$ cat config.mk
export PLATFORM = sky130hd
export DESIGN_NAME = fpu_ss_wb_arbiter
export DESIGN_NICKNAME = d
export VERILOG_FILES = /design/src/rtl/fpu_ss_pkg.sv /design/src/rtl/fpu_ss_wb_fifo.sv /design/src/rtl/fpu_ss_wb_arbiter.sv
export SDC_FILE = /design/constraint.sdc
export NUM_CORES = 1
export LEC_CHECK = 0
export BUFFER_PORTS_ARGS = -buffer_cell sky130_fd_sc_hd__buf_2
export CELL_PAD_IN_SITES_DETAIL_PLACEMENT = 0
export CELL_PAD_IN_SITES_GLOBAL_PLACEMENT = 2
export CORE_ASPECT_RATIO = 1.5
export CORE_MARGIN = 2
export CORE_UTILIZATION = 30
export CTS_CLUSTER_DIAMETER = 40
export CTS_CLUSTER_SIZE = 10
export DETAILED_ROUTE_END_ITERATION = 7
export PLACE_DENSITY_LB_ADDON = 0.1
export SYNTH_ARGS = -nofsm -noshare
export SYNTH_HDL_FRONTEND = slang
export SYNTH_SLANG_ARGS = --single-unit
$ cat constraint.sdc
create_clock -name clk_i -period 2.8 [get_ports clk_i]
set_clock_uncertainty 0.2 [all_clocks]
set_input_delay 0.56 -clock clk_i [delete_from_list [all_inputs] [get_ports clk_i]]
set_output_delay 0.56 -clock clk_i [all_outputs]
set_load 0.02 [all_outputs]
$ cat src/rtl/fpu_ss_pkg.sv
// Shared types for the FPU subsystem writeback path: source encoding and the
// buffered writeback request carried through the load FIFO.
package fpu_ss_pkg;

    localparam int unsigned FP_FLEN = 32;

    typedef enum logic [1:0] {
        WB_NONE = 2'd0,
        WB_FPU  = 2'd1,
        WB_LOAD = 2'd2
    } wb_src_e;

    typedef struct packed {
        logic [4:0]         rd;
        logic [FP_FLEN-1:0] data;
    } wb_req_t;

endpackage

$ cat src/rtl/fpu_ss_wb_fifo.sv
// Small synchronous FIFO of writeback requests used to buffer load responses.
// Push is ignored when full and pop is ignored when empty.
module fpu_ss_wb_fifo
    import fpu_ss_pkg::*;
#(
    parameter int unsigned DEPTH = 2
) (
    input  logic    clk_i,
    input  logic    rst_i,
    input  logic    push_i,
    input  wb_req_t data_i,
    input  logic    pop_i,
    output wb_req_t data_o,
    output logic    full_o,
    output logic    empty_o
);

    localparam int unsigned AW = (DEPTH > 1) ? $clog2(DEPTH) : 1;
    localparam int unsigned CW = $clog2(DEPTH + 1);

    logic [AW-1:0] wr_ptr_q, wr_ptr_d;
    logic [AW-1:0] rd_ptr_q, rd_ptr_d;
    logic [CW-1:0] cnt_q, cnt_d;
    wb_req_t       mem_q [DEPTH];
    wb_req_t       mem_d [DEPTH];
    logic          do_push, do_pop;

    function automatic logic [AW-1:0] next_ptr(input logic [AW-1:0] ptr);
        return (ptr == AW'(DEPTH - 1)) ? '0 : ptr + 1'b1;
    endfunction

    assign full_o  = (cnt_q == CW'(DEPTH));
    assign empty_o = (cnt_q == '0);
    assign do_push = push_i & ~full_o;
    assign do_pop  = pop_i & ~empty_o;
    assign data_o  = mem_q[rd_ptr_q];

    always_comb begin
        // NOTE: every signal written here gets a default first, so no path can leave it unassigned and infer a latch.
        wr_ptr_d = wr_ptr_q;
        rd_ptr_d = rd_ptr_q;
        cnt_d    = cnt_q;
        mem_d    = mem_q;
        if (do_push) begin
            mem_d[wr_ptr_q] = data_i;
            wr_ptr_d        = next_ptr(wr_ptr_q);
        end
        if (do_pop) begin
            rd_ptr_d = next_ptr(rd_ptr_q);
        end
        case ({do_push, do_pop})
            2'b10:   cnt_d = cnt_q + 1'b1;
            2'b01:   cnt_d = cnt_q - 1'b1;
            default: cnt_d = cnt_q;
        endcase
    end

    always_ff @(posedge clk_i) begin
        // NOTE: sequential state uses non-blocking assignments so every flop samples pre-edge values.
        if (rst_i) begin
            wr_ptr_q <= '0;
            rd_ptr_q <= '0;
            cnt_q    <= '0;
        end else begin
            wr_ptr_q <= wr_ptr_d;
            rd_ptr_q <= rd_ptr_d;
            cnt_q    <= cnt_d;
        end
    end

    // NOTE: storage is deliberately not reset; the count alone decides which entries are valid.
    always_ff @(posedge clk_i) begin
        mem_q <= mem_d;
    end

endmodule

$ cat src/rtl/fpu_ss_wb_arbiter.sv
// Owns the FP register-file write port: arbitrates buffered loads against FPU
// results with a starvation guard, and steers integer results to the core.
// Define FPU_SS_WB_OUT_REG_EN to register the write-port and scoreboard outputs.
module fpu_ss_wb_arbiter
    import fpu_ss_pkg::*;
#(
    parameter int unsigned FLEN           = FP_FLEN,
    parameter int unsigned LOAD_BUF_DEPTH = 2,
    parameter int unsigned STARVE_LIMIT   = 4
) (
    input  logic            clk_i,
    input  logic            rst_i,
    input  logic            fpu_valid_i,
    output logic            fpu_ready_o,
    input  logic            fpu_rd_is_fp_i,
    input  logic [4:0]      fpu_rd_i,
    input  logic [FLEN-1:0] fpu_data_i,
    input  logic            mem_valid_i,
    output logic            mem_ready_o,
    input  logic [4:0]      mem_rd_i,
    input  logic [FLEN-1:0] mem_data_i,
    output logic            fpr_we_o,
    output logic [4:0]      fpr_waddr_o,
    output logic [FLEN-1:0] fpr_wdata_o,
    output logic [1:0]      wb_src_o,
    output logic            int_valid_o,
    input  logic            int_ready_i,
    output logic [4:0]      int_rd_o,
    output logic [31:0]     int_data_o,
    output logic            sb_clr_o,
    output logic [4:0]      sb_clr_addr_o
);

    localparam int unsigned SW = $clog2(STARVE_LIMIT + 1);

    logic          active;
    logic          fifo_full, fifo_empty, fifo_push;
    wb_req_t       fifo_in, fifo_head;
    logic          l_req, f_req, i_req, starve_hit;
    logic          grant_f, grant_l;
    logic [SW-1:0] starve_cnt_q, starve_cnt_d;
    logic          wr_en;
    logic [4:0]    wr_addr;
    logic [FLEN-1:0] wr_data;
    wb_src_e       wr_src;

    // Everything is held quiet while reset is asserted so no stale entry can write.
    assign active       = ~rst_i;
    assign mem_ready_o  = active & ~fifo_full;
    assign fifo_push    = mem_valid_i & mem_ready_o;
    assign fifo_in.rd   = mem_rd_i;
    assign fifo_in.data = mem_data_i;

    fpu_ss_wb_fifo #(
        .DEPTH (LOAD_BUF_DEPTH)
    ) u_load_fifo (
        .clk_i   (clk_i),
        .rst_i   (rst_i),
        .push_i  (fifo_push),
        .data_i  (fifo_in),
        .pop_i   (grant_l),
        .data_o  (fifo_head),
        .full_o  (fifo_full),
        .empty_o (fifo_empty)
    );

    assign l_req      = active & ~fifo_empty;
    assign f_req      = active & fpu_valid_i & fpu_rd_is_fp_i;
    assign i_req      = active & fpu_valid_i & ~fpu_rd_is_fp_i;
    assign starve_hit = (starve_cnt_q == SW'(STARVE_LIMIT));

    assign int_valid_o = i_req;
    assign int_rd_o    = fpu_rd_i;
    assign int_data_o  = fpu_data_i[31:0];

    always_comb begin
        grant_f      = f_req & (~l_req | starve_hit);
        grant_l      = l_req & ~grant_f;
        starve_cnt_d = starve_cnt_q;
        if (grant_f) begin
            starve_cnt_d = '0;
        end else if (f_req && grant_l && !starve_hit) begin
            starve_cnt_d = starve_cnt_q + 1'b1;
        end

        wr_en   = grant_f | grant_l;
        wr_addr = '0;
        wr_data = '0;
        wr_src  = WB_NONE;
        if (grant_f) begin
            wr_addr = fpu_rd_i;
            wr_data = fpu_data_i;
            wr_src  = WB_FPU;
        end else if (grant_l) begin
            wr_addr = fifo_head.rd;
            wr_data = fifo_head.data;
            wr_src  = WB_LOAD;
        end

        fpu_ready_o = i_req ? int_ready_i : grant_f;
    end

    always_ff @(posedge clk_i) begin
        if (rst_i) begin
            starve_cnt_q <= '0;
        end else begin
            starve_cnt_q <= starve_cnt_d;
        end
    end

`ifdef FPU_SS_WB_OUT_REG_EN
    logic            fpr_we_q, fpr_we_d;
    logic [4:0]      fpr_waddr_q, fpr_waddr_d;
    logic [FLEN-1:0] fpr_wdata_q, fpr_wdata_d;
    logic [1:0]      wb_src_q, wb_src_d;

    always_comb begin
        fpr_we_d    = wr_en;
        fpr_waddr_d = wr_addr;
        fpr_wdata_d = wr_data;
        wb_src_d    = wr_src;
    end

    always_ff @(posedge clk_i) begin
        if (rst_i) begin
            fpr_we_q    <= 1'b0;
            fpr_waddr_q <= '0;
            fpr_wdata_q <= '0;
            wb_src_q    <= WB_NONE;
        end else begin
            fpr_we_q    <= fpr_we_d;
            fpr_waddr_q <= fpr_waddr_d;
            fpr_wdata_q <= fpr_wdata_d;
            wb_src_q    <= wb_src_d;
        end
    end

    assign fpr_we_o      = fpr_we_q;
    assign fpr_waddr_o   = fpr_waddr_q;
    assign fpr_wdata_o   = fpr_wdata_q;
    assign wb_src_o      = wb_src_q;
    assign sb_clr_o      = fpr_we_q;
    assign sb_clr_addr_o = fpr_waddr_q;
`else
    assign fpr_we_o      = wr_en;
    assign fpr_waddr_o   = wr_addr;
    assign fpr_wdata_o   = wr_data;
    assign wb_src_o      = wr_src;
    assign sb_clr_o      = wr_en;
    assign sb_clr_addr_o = wr_addr;
`endif

endmodule

==> reports/metrics.csv <==
metric;value;unit
post-synthesis compound-gate area fraction;0.07932;
xor-xnor portion of the synthesized cell area;0.004271;
VDD IR max;340.4;uV
Worst EP required;2040;ps
Mean Syn Cell Area;11.92;um^2
Vias per Instance;4.625;
mux cell area share after synthesis;0.09304;
Sw Share;0.2997;
status;complete, no violations;
critical path class;flop to output port;
Mapped Cells;344;
Top FF cell, synth;edfxtp_1;
hold crit path type;input port to flop;
Worst slew margin;0.8047;
clock slew at reported path FFs;60;ps
GPL Wtd Cong;0.7152;
area grow syn2layout;25.53;%
share of layout cells above drive strength 1;0.4191;
area of the multi-input gates;1257;um^2
Crit path max-delay family;buffers and inverters;
fin nets;548;
GR Util All Layers;0.1295;
endpoints failing hold;0;
DRT Pass-1 Iters;4;
Worst-Skew Late Latency;320;ps
clock power share;0.317;
initial antenna violation count;0;
Synth top area share;0.5418;
DIE AREA;14640;um^2
Port Buffer Count;165;
Final setup viols;0;
DR iter-0 viols;113;
Yosys Warn Count;0;
vias in the first global route;2919;
most frequent cell after synthesis;edfxtp_1;
Die Wd;99.47;um
Pint;2657;uW
Die H;147.2;um
sequential-to-total area share from yosys stat;0.5760;
first-pass GRT wire length;14730;um
cells along the critical path;inv_1 > ha_1 > nand2_1 > buf_8 > and3_1 > o22ai_1 > buf_2;
Max Root-Sink Buffers;2;
largest fanout on the critical path;41;
sequential power share;0.381;
Ant. Diodes;0;
synthesized net count;427;
register bit total from synthesis;81;
IO Count;166;
per-cell routed wire length;14.94;um
post-DP HPWL;6679;um
CTS tree;done;
Yosys cell types;30;
Worst Path Arrival;1850;ps
Synth Area in Adders;0.009152;
CP Capture Type;output port;
largest net degree at the start of global routing;42;
final wirelength;9443;um
register area;2364;um^2
initial core utilization;0.3060;
Root Buffer;clkbuf_16;
Num CTS Buffers;9;
largest area contributor in the netlist;edfxtp_1;
post-route ant nets;0;
Fin Hold WS;221.2;ps
total power;3795;uW
Async SR Flop Fraction;0;
H-tree depth;3;
max cap viols;0;
switching pwr;1137;uW
# DRC;0;
Fillers;1376;
Synth top cells by count;edfxtp_1 (74), buf_4 (46), nand2_1 (41);
crit path buf inv count;3;
fin crit share;0.9307;
largest family of logic cells by synthesized area;buffers and inverters;
RSZ-0062 raised after global routing;no;
post-layout minimum cycle time;2606;ps
CTS Hold Bufs;0;
clk sink count;81;
max-slew violation count;0;
Slowest-stage cell, CP;dfxtp_1;
Synth Area in Simple Gates;0.1184;
core area;13400;um^2
FMAX;383.7;MHz
Startpoint Class;flop;
EDFF count, synth;74;
top post-synthesis cells by area;edfxtp_1 (54%), mux2i_1 (9.0%), buf_4 (8.4%), and3_1 (5.8%), o22ai_1 (5.8%);
total grt overflow;0;
mapped cell area;4101;um^2
Pleak;0.002232;uW
row cnt;52;
Comb power frac;0.302;
Critical Path Max Stage Delay;350;ps
Pwr Density;737.0;nW/um^2
via count;2923;
Tightest Pin Transition;284.8;ps
Setup TNS;0;ps
-- layout make-up --
cell class	instances	share of cell area
sequential	81	0.4591
multi-input combinational	189	0.2442
inverter	7	0.005103
clock inverter	5	0.01555
timing repair buffer	177	0.1915
tap	162	0.03937
clock buffer	11	0.04520
-- power groups by stage --
| stage | combinational, uW | clock, uW | sequential (uW) |
|---|---|---|---|
| after floorplan | 846 | 0 | 1460 |
| after global placement | 1150 | 0 | 1470 |
| after detailed placement | 1150 | 0 | 1470 |
| after CTS | 1170 | 1250 | 1450 |
| after global routing | 1260 | 1290 | 1460 |
| final | 1150 | 1200 | 1450 |
-- per-layer routing --
layer	vias up	global-route usage	part of all wire
li1	1475	-	-
met1	1343	0.1460	0.39
met2	98	0.2351	0.54
met3	7	0.03140	0.066
met4	0	0.04521	0.012
met5	-	0	0
-- worst paths after layout --
check / from / endpoint / slack [ps] / depth (start not counted)
max: starve_cnt_q[0] / fpr_waddr_o[3] / 190 / 7
min: mem_data_i[10] / u_load_fifo.mem_q[47] / 220 / 1
max reg2reg: starve_cnt_q[0] / u_load_fifo.cnt_q[1] / 490 / 9
min reg2reg: starve_cnt_q[1] / starve_cnt_q[1] / 280 / 2
-- registers in the layout, indices dropped and copies added (netlist names) --
signal and flops:
starve_cnt_q 3, u_load_fifo.rd_ptr_q 1, u_load_fifo.mem_q 74, u_load_fifo.wr_ptr_q 1, u_load_fifo.cnt_q 2
-- cell families after synthesis --
kind of cell / Yosys count
and+or+nand+nor: 95
DFF: 81
buffers and inverters: 74
AOI/OAI and AO/OA: 51
muxes: 38
adders and majority gates: 3
xor gates and xnor gates: 2
-- cells in the final DEF, fill, tap and decap left out, types with 2 or more instances in the layout --
cell type | synthesis | routed
clkbuf_1 | 11 | 2
o21ai_0 | 2 | 2
dfxtp_1 | 7 | 6
ha_1 | 3 | 3
and3_1 | 38 | 37
nor2_1 | 5 | 5
nand2_1 | 41 | 41
nor2b_1 | 2 | 2
bufinv_16 | 0 | 2
o22ai_1 | 38 | 38
buf_2 | 6 | 165
edfxtp_1 | 74 | 74
inv_1 | 7 | 6
mux2i_1 | 37 | 37
o31ai_1 | 2 | 2
clkbuf_16 | 0 | 9
buf_4 | 46 | 6
clkinvlp_4 | 0 | 2
a21oi_1 | 6 | 6
nand4_1 | 3 | 3
buf_12 | 0 | 5
or3_1 | 2 | 2
-- repair_timing --
item	in CTS	in global routing
pin swaps	1	0
endpoints found under the setup margin	13	43
hold endpoints to repair	0	0
resized for setup	0	2
buffers inserted	1	0
-- worst register-to-register path, stage by stage, from the launching register on --
cell	delay, ps
dfxtp_1	320
inv_1	70
ha_1	170
nand2_1	150
o21ai_4	280
buf_12	180
inv_1	50
ha_1	320
or3_1	360
a21oi_1	140
-- metrics by stage --
stage	cells	util	worst slack [ps]	cell area (um^2)
6_report	632	0.3841	194.1	5149
5_1_grt	632	0.3841	14.08	5149
4_1_cts	632	0.3836	30.47	5141
3_5_place_dp	615	0.3588	206.6	4808
3_3_place_gp	615	0.3588	241.0	4808
2_1_floorplan	344	-	273.3	4101
No activity file was read; power rests on OpenSTA's default activity.
